File: config.mk
export PLATFORM = sky130hd
export DESIGN_NAME = ysyx2400012_lsu
export DESIGN_NICKNAME = d
export VERILOG_FILES = /design/src/rtl/ysyx2400012_lsu_pkg.sv /design/src/rtl/ysyx2400012_load_align.sv /design/src/rtl/ysyx2400012_lsu.sv
export SDC_FILE = /design/constraint.sdc
export NUM_CORES = 1
export LEC_CHECK = 0
export ABC_CLOCK_PERIOD_IN_PS = 2530
export CELL_PAD_IN_SITES_DETAIL_PLACEMENT = 1
export CELL_PAD_IN_SITES_GLOBAL_PLACEMENT = 2
export CORE_ASPECT_RATIO = 1.1
export CORE_MARGIN = 2
export CORE_UTILIZATION = 21
export DETAILED_ROUTE_END_ITERATION = 8
export GPL_TIMING_DRIVEN = 0
export PLACE_DENSITY_LB_ADDON = 0.15
export SLEW_MARGIN = 30
export SYNTH_ARGS = -nofsm -noshare
export SYNTH_HDL_FRONTEND = slang
export SYNTH_HIERARCHICAL = 1
export SYNTH_SLANG_ARGS = --single-unit
File: constraint.sdc
create_clock -name clock -period 2.53 [get_ports clock]
set_input_delay 0.3795 -clock clock [delete_from_list [all_inputs] [get_ports clock]]
set_output_delay 0.3795 -clock clock [all_outputs]
set_load 0.005 [all_outputs]
File: src/rtl/ysyx2400012_lsu_pkg.sv
// ysyx2400012 LSU shared types: access sizes, FSM states and memory window.
// Also provides the access-size to byte-count helper.
package ysyx2400012_lsu_pkg;

    localparam logic [1:0] SZ_BYTE = 2'd0;
    localparam logic [1:0] SZ_HALF = 2'd1;
    localparam logic [1:0] SZ_WORD = 2'd2;
    localparam logic [1:0] SZ_ILL  = 2'd3;

    localparam logic [31:0] LSU_ORIGIN_ADDR = 32'h8000_0000;
    localparam logic [31:0] LSU_MEM_SIZE    = 32'h0800_0000;

    typedef enum logic [1:0] {
        IDLE,
        LOAD,
        STORE,
        RESP
    } lsu_state_e;

    function automatic logic [2:0] size_bytes(input logic [1:0] size);
        case (size)
            SZ_BYTE: return 3'd1;
            SZ_HALF: return 3'd2;
            default: return 3'd4;
        endcase
    endfunction

endpackage

File: src/rtl/ysyx2400012_load_align.sv
// ysyx2400012 load data aligner: picks the addressed byte/half out of a
// memory word and sign- or zero-extends it.
module ysyx2400012_load_align
    import ysyx2400012_lsu_pkg::*;
#(
    parameter int DATA_WIDTH = 32
) (
    input  logic [DATA_WIDTH-1:0] word,
    input  logic [1:0]            offset,
    input  logic [1:0]            size,
    input  logic                  is_unsigned,
    output logic [DATA_WIDTH-1:0] data
);

    logic [DATA_WIDTH-1:0] shifted;
    logic                  sign;

    always_comb begin
        shifted = word >> {offset, 3'b000};
        sign    = 1'b0;
        data    = word;
        case (size)
            SZ_BYTE: begin
                sign = !is_unsigned && shifted[7];
                data = {{(DATA_WIDTH-8){sign}}, shifted[7:0]};
            end
            SZ_HALF: begin
                sign = !is_unsigned && shifted[15];
                data = {{(DATA_WIDTH-16){sign}}, shifted[15:0]};
            end
            default: data = word;
        endcase
    end

endmodule

File: src/rtl/ysyx2400012_lsu.sv
// ysyx2400012 load/store unit: one request at a time, single-cycle memory
// access, response held until the core consumes it.
module ysyx2400012_lsu
    import ysyx2400012_lsu_pkg::*;
#(
    parameter int                    ADDR_WIDTH  = 32,
    parameter int                    DATA_WIDTH  = 32,
    parameter logic [ADDR_WIDTH-1:0] ORIGIN_ADDR = ADDR_WIDTH'(LSU_ORIGIN_ADDR),
    parameter logic [ADDR_WIDTH-1:0] MEM_SIZE    = ADDR_WIDTH'(LSU_MEM_SIZE)
) (
    input  logic                  clock,
    input  logic                  reset,
    input  logic                  req_valid,
    output logic                  req_ready,
    input  logic                  req_wen,
    input  logic [ADDR_WIDTH-1:0] req_addr,
    input  logic [DATA_WIDTH-1:0] req_wdata,
    input  logic [1:0]            req_size,
    input  logic                  req_unsigned,
    output logic                  resp_valid,
    input  logic                  resp_ready,
    output logic [DATA_WIDTH-1:0] resp_rdata,
    output logic                  resp_err,
    output logic                  mem_rd_en,
    output logic [ADDR_WIDTH-1:0] mem_rd_addr,
    input  logic [DATA_WIDTH-1:0] mem_rd_data,
    output logic                  mem_wr_en,
    output logic [ADDR_WIDTH-1:0] mem_wr_addr,
    output logic [DATA_WIDTH-1:0] mem_wr_data,
    output logic [DATA_WIDTH-1:0] mem_wr_len
);

    // One extra bit so the end-of-window compare never wraps.
    localparam logic [ADDR_WIDTH:0] MEM_END = {1'b0, ORIGIN_ADDR} + {1'b0, MEM_SIZE};

    lsu_state_e            state;
    lsu_state_e            state_next;
    logic [ADDR_WIDTH-1:0] addr_q;
    logic [DATA_WIDTH-1:0] wdata_q;
    logic [DATA_WIDTH-1:0] rdata_q;
    logic [DATA_WIDTH-1:0] load_data;
    logic [1:0]            size_q;
    logic                  uns_q;
    logic                  err_q;
    logic                  accept;
    logic                  misaligned;
    logic                  req_err;
    logic [2:0]            req_bytes;
    logic [ADDR_WIDTH:0]   req_end;

    assign req_ready  = reset && (state == IDLE);
    assign accept     = req_valid && req_ready;
    assign req_bytes  = size_bytes(req_size);
    assign req_end    = {1'b0, req_addr} + {{(ADDR_WIDTH-2){1'b0}}, req_bytes};
    assign misaligned = ((req_size == SZ_HALF) && req_addr[0])
                     || ((req_size == SZ_WORD) && (req_addr[1:0] != 2'b00));
    assign req_err    = (req_size == SZ_ILL) || misaligned
                     || (req_addr < ORIGIN_ADDR) || (req_end > MEM_END);

    ysyx2400012_load_align #(
        .DATA_WIDTH(DATA_WIDTH)
    ) u_align (
        .word       (mem_rd_data),
        .offset     (addr_q[1:0]),
        .size       (size_q),
        .is_unsigned(uns_q),
        .data       (load_data)
    );

    always_ff @(posedge clock) begin
        if (!reset) state <= IDLE;
        else        state <= state_next;
    end

    always_ff @(posedge clock) begin
        if (!reset) begin
            addr_q  <= '0;
            wdata_q <= '0;
            size_q  <= SZ_BYTE;
            uns_q   <= 1'b0;
            err_q   <= 1'b0;
            rdata_q <= '0;
        end else if (accept) begin
            addr_q  <= req_addr;
            wdata_q <= req_wdata;
            size_q  <= req_size;
            uns_q   <= req_unsigned;
            err_q   <= req_err;
            rdata_q <= '0;
        end else if (state == LOAD) begin
            rdata_q <= load_data;
        end
    end

    // Every output is gated by reset so an interrupted access leaves no trace.
    always_comb begin
        state_next  = state;
        resp_valid  = 1'b0;
        resp_rdata  = '0;
        resp_err    = 1'b0;
        mem_rd_en   = 1'b0;
        mem_rd_addr = '0;
        mem_wr_en   = 1'b0;
        mem_wr_addr = '0;
        mem_wr_data = '0;
        mem_wr_len  = '0;
        unique case (state)
            IDLE: begin
                if (accept) begin
                    if (req_err)      state_next = RESP;
                    else if (req_wen) state_next = STORE;
                    else              state_next = LOAD;
                end
            end
            LOAD: begin
                state_next  = RESP;
                mem_rd_en   = reset;
                mem_rd_addr = reset ? {addr_q[ADDR_WIDTH-1:2], 2'b00} : '0;
            end
            STORE: begin
                state_next = RESP;
                if (reset) begin
                    mem_wr_en   = 1'b1;
                    mem_wr_addr = addr_q;
                    mem_wr_len  = {{(DATA_WIDTH-3){1'b0}}, size_bytes(size_q)};
                    case (size_q)
                        SZ_BYTE: mem_wr_data = {{(DATA_WIDTH-8){1'b0}}, wdata_q[7:0]};
                        SZ_HALF: mem_wr_data = {{(DATA_WIDTH-16){1'b0}}, wdata_q[15:0]};
                        default: mem_wr_data = wdata_q;
                    endcase
                end
            end
            RESP: begin
                if (resp_ready) state_next = IDLE;
                if (reset) begin
                    resp_valid = 1'b1;
                    resp_rdata = rdata_q;
                    resp_err   = err_q;
                end
            end
            default: state_next = IDLE;
        endcase
    end

endmodule

### After elaboration in Yosys (flattened, before gate mapping)

Index checks and enable logic that the tools add are counted.

| word-level totals | value |
|---|---|
| flip-flop bits (word level) | 102 |
| bits in latches | 0 |
| bits in writable memories | 0 |
| ROM bits | 0 |
| output and inout bits | 165 |
| logic and storage cells | 64 |
| memories kept | 0 |

| cells by class | value |
|---|---|
| add/subtract/negate cells | 1 |
| multiply operators | 0 |
| divide/modulo/power cells | 0 |
| $lt $le $gt $ge | 2 |
| equality and inequality tests | 9 |
| shift-type cells | 1 |
| mux-type cells | 25 |
| bitwise logic cells | 1 |
| reduce and logical (&&, ||, !) cells | 18 |

Operators by type and width:

| cell | count |
|---|---|
| $mux 32 | 8 |
| $pmux 32 s2 | 2 |
| $add 32x3->33 | 1 |
| $gt 33x32->1 const B | 1 |
| $lt 32x32->1 const B | 1 |
| $shr 32x5->16 | 1 |
| $pmux 3 s2 | 2 |
| $eq 2x2->1 const B | 4 |
| $mux 2 | 4 |
| $eq 2x1->1 const B | 3 |
| $logic_and 1x1->1 | 6 |
| $logic_not 2->1 | 3 |
| $mux 1 | 6 |
| $mux 3 | 2 |
| $pmux 2 s3 | 1 |
| $logic_or 1x1->1 | 4 |
| $ne 2x2->1 const B | 2 |
| $reduce_or 2->1 | 2 |
| $reduce_and 2->1 | 1 |
| $reduce_bool 2->1 | 1 |
| $logic_not 1->1 | 1 |
| $not 1->1 | 1 |

### Longest topological paths before layout

| logic depth | value |
|---|---|
| depth after elaboration | 9 |
| mapped depth | 11 |
| mapped depth without buffers | 11 |

### Cells and area by module

The synthesis kept the hierarchy.

Modules (own cells, without submodules):

| module | instances | cells an instance | area each (um^2) |
|---|---|---|---|
| ysyx2400012_lsu | 1 | 713 | 5484.0 |
| ysyx2400012_load_align | 1 | 113 | 740.7 |

### Worst setup path before layout

Ideal clock, no wire load.

| path | value |
|---|---|
| path kind | input -> register |
| start | input port req_size[1] |
| end | register state[1] |
| arrival | 2.470 ns |
| data required time | 2.387 ns |
| slack | -0.083 ns |
| stages | 10 |
| buffers on the path | 0 |
| path through | nor2_1 -> ha_1 -> fa_1 -> a21oi_1 -> nor4_4 -> o31a_1 -> a2111oi_0 -> a31oi_1 -> a211oi_2 -> a221oi_1 |

| on the way | value |
|---|---|
| longest elaborated chain between the ends | 9 |
| elaborated cells between the ends (all ways) | 16 |
| those cells by class | 1 x add/sub; 1 x order compare; 3 x eq/ne; 4 x mux; 7 x reduce/logical |

Ends and longest elaborated chain:

| what | RTL line | source |
|---|---|---|
| from (decl) | ysyx2400012_lsu.sv:18 | `input logic [1:0] req_size,` |
| parallel branches: the longest is 5 deep, another holds $add 32x3->33 | -- |  |
| $logic_or 1x1->1 (*) | ysyx2400012_lsu.sv:58 | `\|\| (req_addr < ORIGIN_ADDR) \|\| (req_end > MEM_END);` |
| $mux 2 (*) | ysyx2400012_lsu.sv:110 | `if (req_err) state_next = RESP;` |
| $mux 2 (*) | ysyx2400012_lsu.sv:109 | `if (accept) begin` |
| $pmux 2 s3 (*) | ysyx2400012_lsu.sv:107 | `unique case (state)` |
| to (signal assigned) | ysyx2400012_lsu.sv:72 | `else state <= state_next;` |
| to (decl) | ysyx2400012_lsu.sv:36 | `lsu_state_e state;` |

Every way passes the cells marked *. The select of a mux whose other input is x is not followed.
A chain may end at the register's enable or synchronous reset.

### Worst setup path after layout

| path | value |
|---|---|
| start | input port req_addr[0] |
| end | register state[0] |

| on the way | value |
|---|---|
| longest elaborated chain between the ends | 9 |
| elaborated cells between the ends (all ways) | 13 |
| those cells by class | 1 x add/sub; 2 x order compare; 3 x mux; 7 x reduce/logical |

Ends and longest elaborated chain:

| what | RTL line | source |
|---|---|---|
| from (decl) | ysyx2400012_lsu.sv:16 | `input logic [ADDR_WIDTH-1:0] req_addr,` |
| parallel branches: the longest is 5 deep, another holds $add 32x3->33 | -- |  |
| $logic_or 1x1->1 (*) | ysyx2400012_lsu.sv:58 |  |
| $mux 2 (*) | ysyx2400012_lsu.sv:110 |  |
| $mux 2 (*) | ysyx2400012_lsu.sv:109 |  |
| $pmux 2 s3 (*) | ysyx2400012_lsu.sv:107 |  |

Marks and branches as above.

==> results.sh <==
export IMPL_synth_area_leaders="dfxtp_1 (33%), and3_1 (11%), nand2_1 (10%)"
export IMPL_min_period_ns=2.52
export IMPL_total_leakage_power_uw=0.00417
export IMPL_ys_ff_latch=102
export IMPL_required_ns=2.74
export IMPL_max_stage_delay_ns=0.37
export IMPL_rsz0062_at_grt="true"
export IMPL_wl_per_cell_um=18.8
export IMPL_synth_top_flop_cell="dfxtp_1"
export IMPL_worstMarginPinSlew_ns=0.782
export IMPL_clkSinkCount=102
export IMPL_grt_pass1_wl_um=42500
export IMPL_path_cells="buf_2 -> ha_4 -> fa_2 -> a21oi_4 -> buf_6 -> nor4_4 -> buf_4 -> o31a_1 -> a2111oi_4 -> a31oi_4 -> a211oi_4 -> a221oi_1"
export IMPL_final_nets=1230
export IMPL_synth_cells=826
export IMPL_place_gp_congestion=0.792
export IMPL_placedInstanceArea_mm2=0.00916
export IMPL_status="finished, final reports clean"
export IMPL_ys_types=63
export IMPL_ys_seq_area_share_pct=32.8
export IMPL_antenna_found_initial=2
export IMPL_ant_nets=0
export IMPL_maxSlewViolCount=0
export IMPL_syn_area_mm2=0.00622
export IMPL_port_buffers=235
export IMPL_yosys_area_top_type="dfxtp_1"
export IMPL_hpwl_um=21900
export IMPL_initial_core_util_pct=21.2
export IMPL_finalHoldViolCount=0
export IMPL_clock_root_buffer="clkbuf_16"
export IMPL_cp_data_arrival_time_ns=2.73
export IMPL_holdCritPathClass="in2reg"
export IMPL_areaGrowthSynthToFinish_pct=58.8
export IMPL_path_delay_family="compound AO/OA/AOI/OAI gates"
export IMPL_htree_levels=3
export IMPL_clk_pin_slew_ns=0.08
export IMPL_critPathCaptureType="register"
export IMPL_maxCapViolations=0
export IMPL_setup_viol=0
export IMPL_multiInputGateArea_mm2=0.00395
export IMPL_fin_crit_sh_pct=99.5
export IMPL_mostFrequentLayoutCells="clkdlybuf4s50_1 (217), nand2_1 (165), and3_1 (103)"
export IMPL_route_detailed_drc=0
export IMPL_synth_edff_count=0
export IMPL_async_reset_ff_share_pct=0
export IMPL_slowest_stage="fa_2"
export IMPL_skew_ns=0.0114
export IMPL_drt_initial_drc_count=181
export IMPL_ff_latch_area_mm2=0.00204
export IMPL_path_buf_inv=3
export IMPL_p_per_area_mw_per_mm2=634
export IMPL_routed_wl_um=28200
export IMPL_design_area_mm2=0.00989
export IMPL_std_cell_rows=66
export IMPL_yosysTopAreaCellShare_pct=32.8
export IMPL_vias=6778
export IMPL_drtPass1Iterations=4
export IMPL_grt_pass1_vias=7133
export IMPL_fillers=3514
export IMPL_die_x_um=168
export IMPL_clockBufferDepth=2
export IMPL_dieArea_mm2=0.0310
export IMPL_grt_max_degree=19
export IMPL_yosys_warnings=6
export IMPL_cts_tree="yes"
export IMPL_crit_fanout=5
export IMPL_vias_per_cell=4.53
export IMPL_synth_avg_cell_area_um2=7.54
export IMPL_mostFrequentLayoutCell="clkdlybuf4s50_1"
export IMPL_max_vdd_ir_drop_v=0.000254
export IMPL_max_freq_mhz=397
export IMPL_floorplan_core_area_mm2=0.0294
export IMPL_cts_buffers=9
export IMPL_ctsHoldBuffers=0
export IMPL_track_usage_pct=18.0
export IMPL_max_slew_margin_pct=47.8
export IMPL_clk_latency_ns=0.36
export IMPL_critPathLaunchType="input pin"
export IMPL_critical_path_class="in2reg"
export IMPL_drive_gt1_share_pct=12.0
export IMPL_reg2reg_slack_ns=0.25
export IMPL_dieHeight_um=185
export IMPL_total_power_uw=6270
export IMPL_grt_overflow_total=0
export IMPL_ioPinCount=269
[repair_timing]
item                                    in CTS  in global routing
endpoints found under the setup margin     175                118
setup buffers                               12                  6
gates resized for setup                     88                 41
pin swaps                                   17                 11
[layout make-up]
cell class / instances / area share [%]
Sequential cell: 102 / 20.7
Clock buffer: 9 / 2.28
Timing Repair Buffer: 253 / 25.7
Tap cell: 374 / 4.73
Buffer: 95 / 5.54
Antenna cell: 1 / 0.0253
Multi-Input combinational cell: 644 / 40.0
Inverter: 12 / 0.494
Clock inverter: 6 / 0.544
[worst paths after layout]
path,start,endpoint,depth (start not counted)
setup / recovery,req_addr[0],state[0],12
hold / removal,req_size[1],size_q[1],3
setup reg to reg,addr_q[1],rdata_q[22],7
hold reg to reg,wdata_q[16],wdata_q[16],2
[cells in the mapped netlist, types with 3 or more instances]
cell type / count
a21oi_1: 5
a22o_1: 6
a31oi_1: 3
and2_1: 28
and3_1: 105
buf_1: 5
buf_4: 31
clkbuf_1: 59
dfxtp_1: 102
ha_1: 8
inv_1: 11
mux2i_1: 42
nand2_1: 166
nand3_1: 16
nand3b_1: 7
nand4_1: 9
nor2_1: 45
nor2b_1: 3
nor3_1: 5
nor3b_1: 5
o211a_1: 7
o21ai_0: 79
o21ai_1: 11
o2bb2ai_1: 6
o31ai_1: 8
or3_1: 3
xnor2_1: 6
xor2_1: 4
[state kept, by name (all words and copies together), names as in the netlist]
register,cells
addr_q,32
rdata_q,32
wdata_q,32
size_q,2
state,2
err_q,1
uns_q,1
[routing by layer]
metal | track usage [%] | part of all wire [%]
met2 | 32.7 | 50
met5 | 0 | 0.046
met1 | 22.2 | 44
met3 | 3.16 | 4.3
met4 | 3.62 | 0.88
[tightest hold or removal path: stages]
cell and delay [ns]:
buf_12 0.10, nand2_1 0.05, o21ai_0 0.05
[cell families (layout without fill, tap and decap cells)]
kind of cell | count (synthesis) | after routing | synth area share, %
other | 1 | 32 | 0.0602
muxes | 44 | 44 | 7.30
buffers and inverters | 110 | 375 | 8.76
AOI/OAI and AO/OA | 145 | 145 | 14.8
xor gates and xnor gates | 10 | 10 | 1.41
and+or+nand+nor | 405 | 405 | 33.0
DFF | 102 | 102 | 32.8
adders and majority gates | 9 | 9 | 1.93
[per-stage QoR]
stage / worst slack, ns / std cells / util (%) / setup TNS (ns) / hold WS (ns)
5_1_grt: -0.0513 / 1495 / 33.6 / -0.770 / 0.261
2_1_floorplan: 0.0360 / 856 / - / 0 / 0.431
3_5_place_dp: -1.28 / 1465 / 31.2 / -58.16 / 0.447
6_report: 0.0134 / 1496 / 33.6 / 0 / 0.254
3_3_place_gp: -1.27 / 1465 / 31.2 / -59.94 / 0.441
4_1_cts: -0.0877 / 1490 / 33.1 / -0.227 / 0.237
[report_power, final]
part           internal, µW  switching [µW]
logic                  1170            1540
registers              1950             207
clock network           684             715
Power figures use the tool's default switching activity.
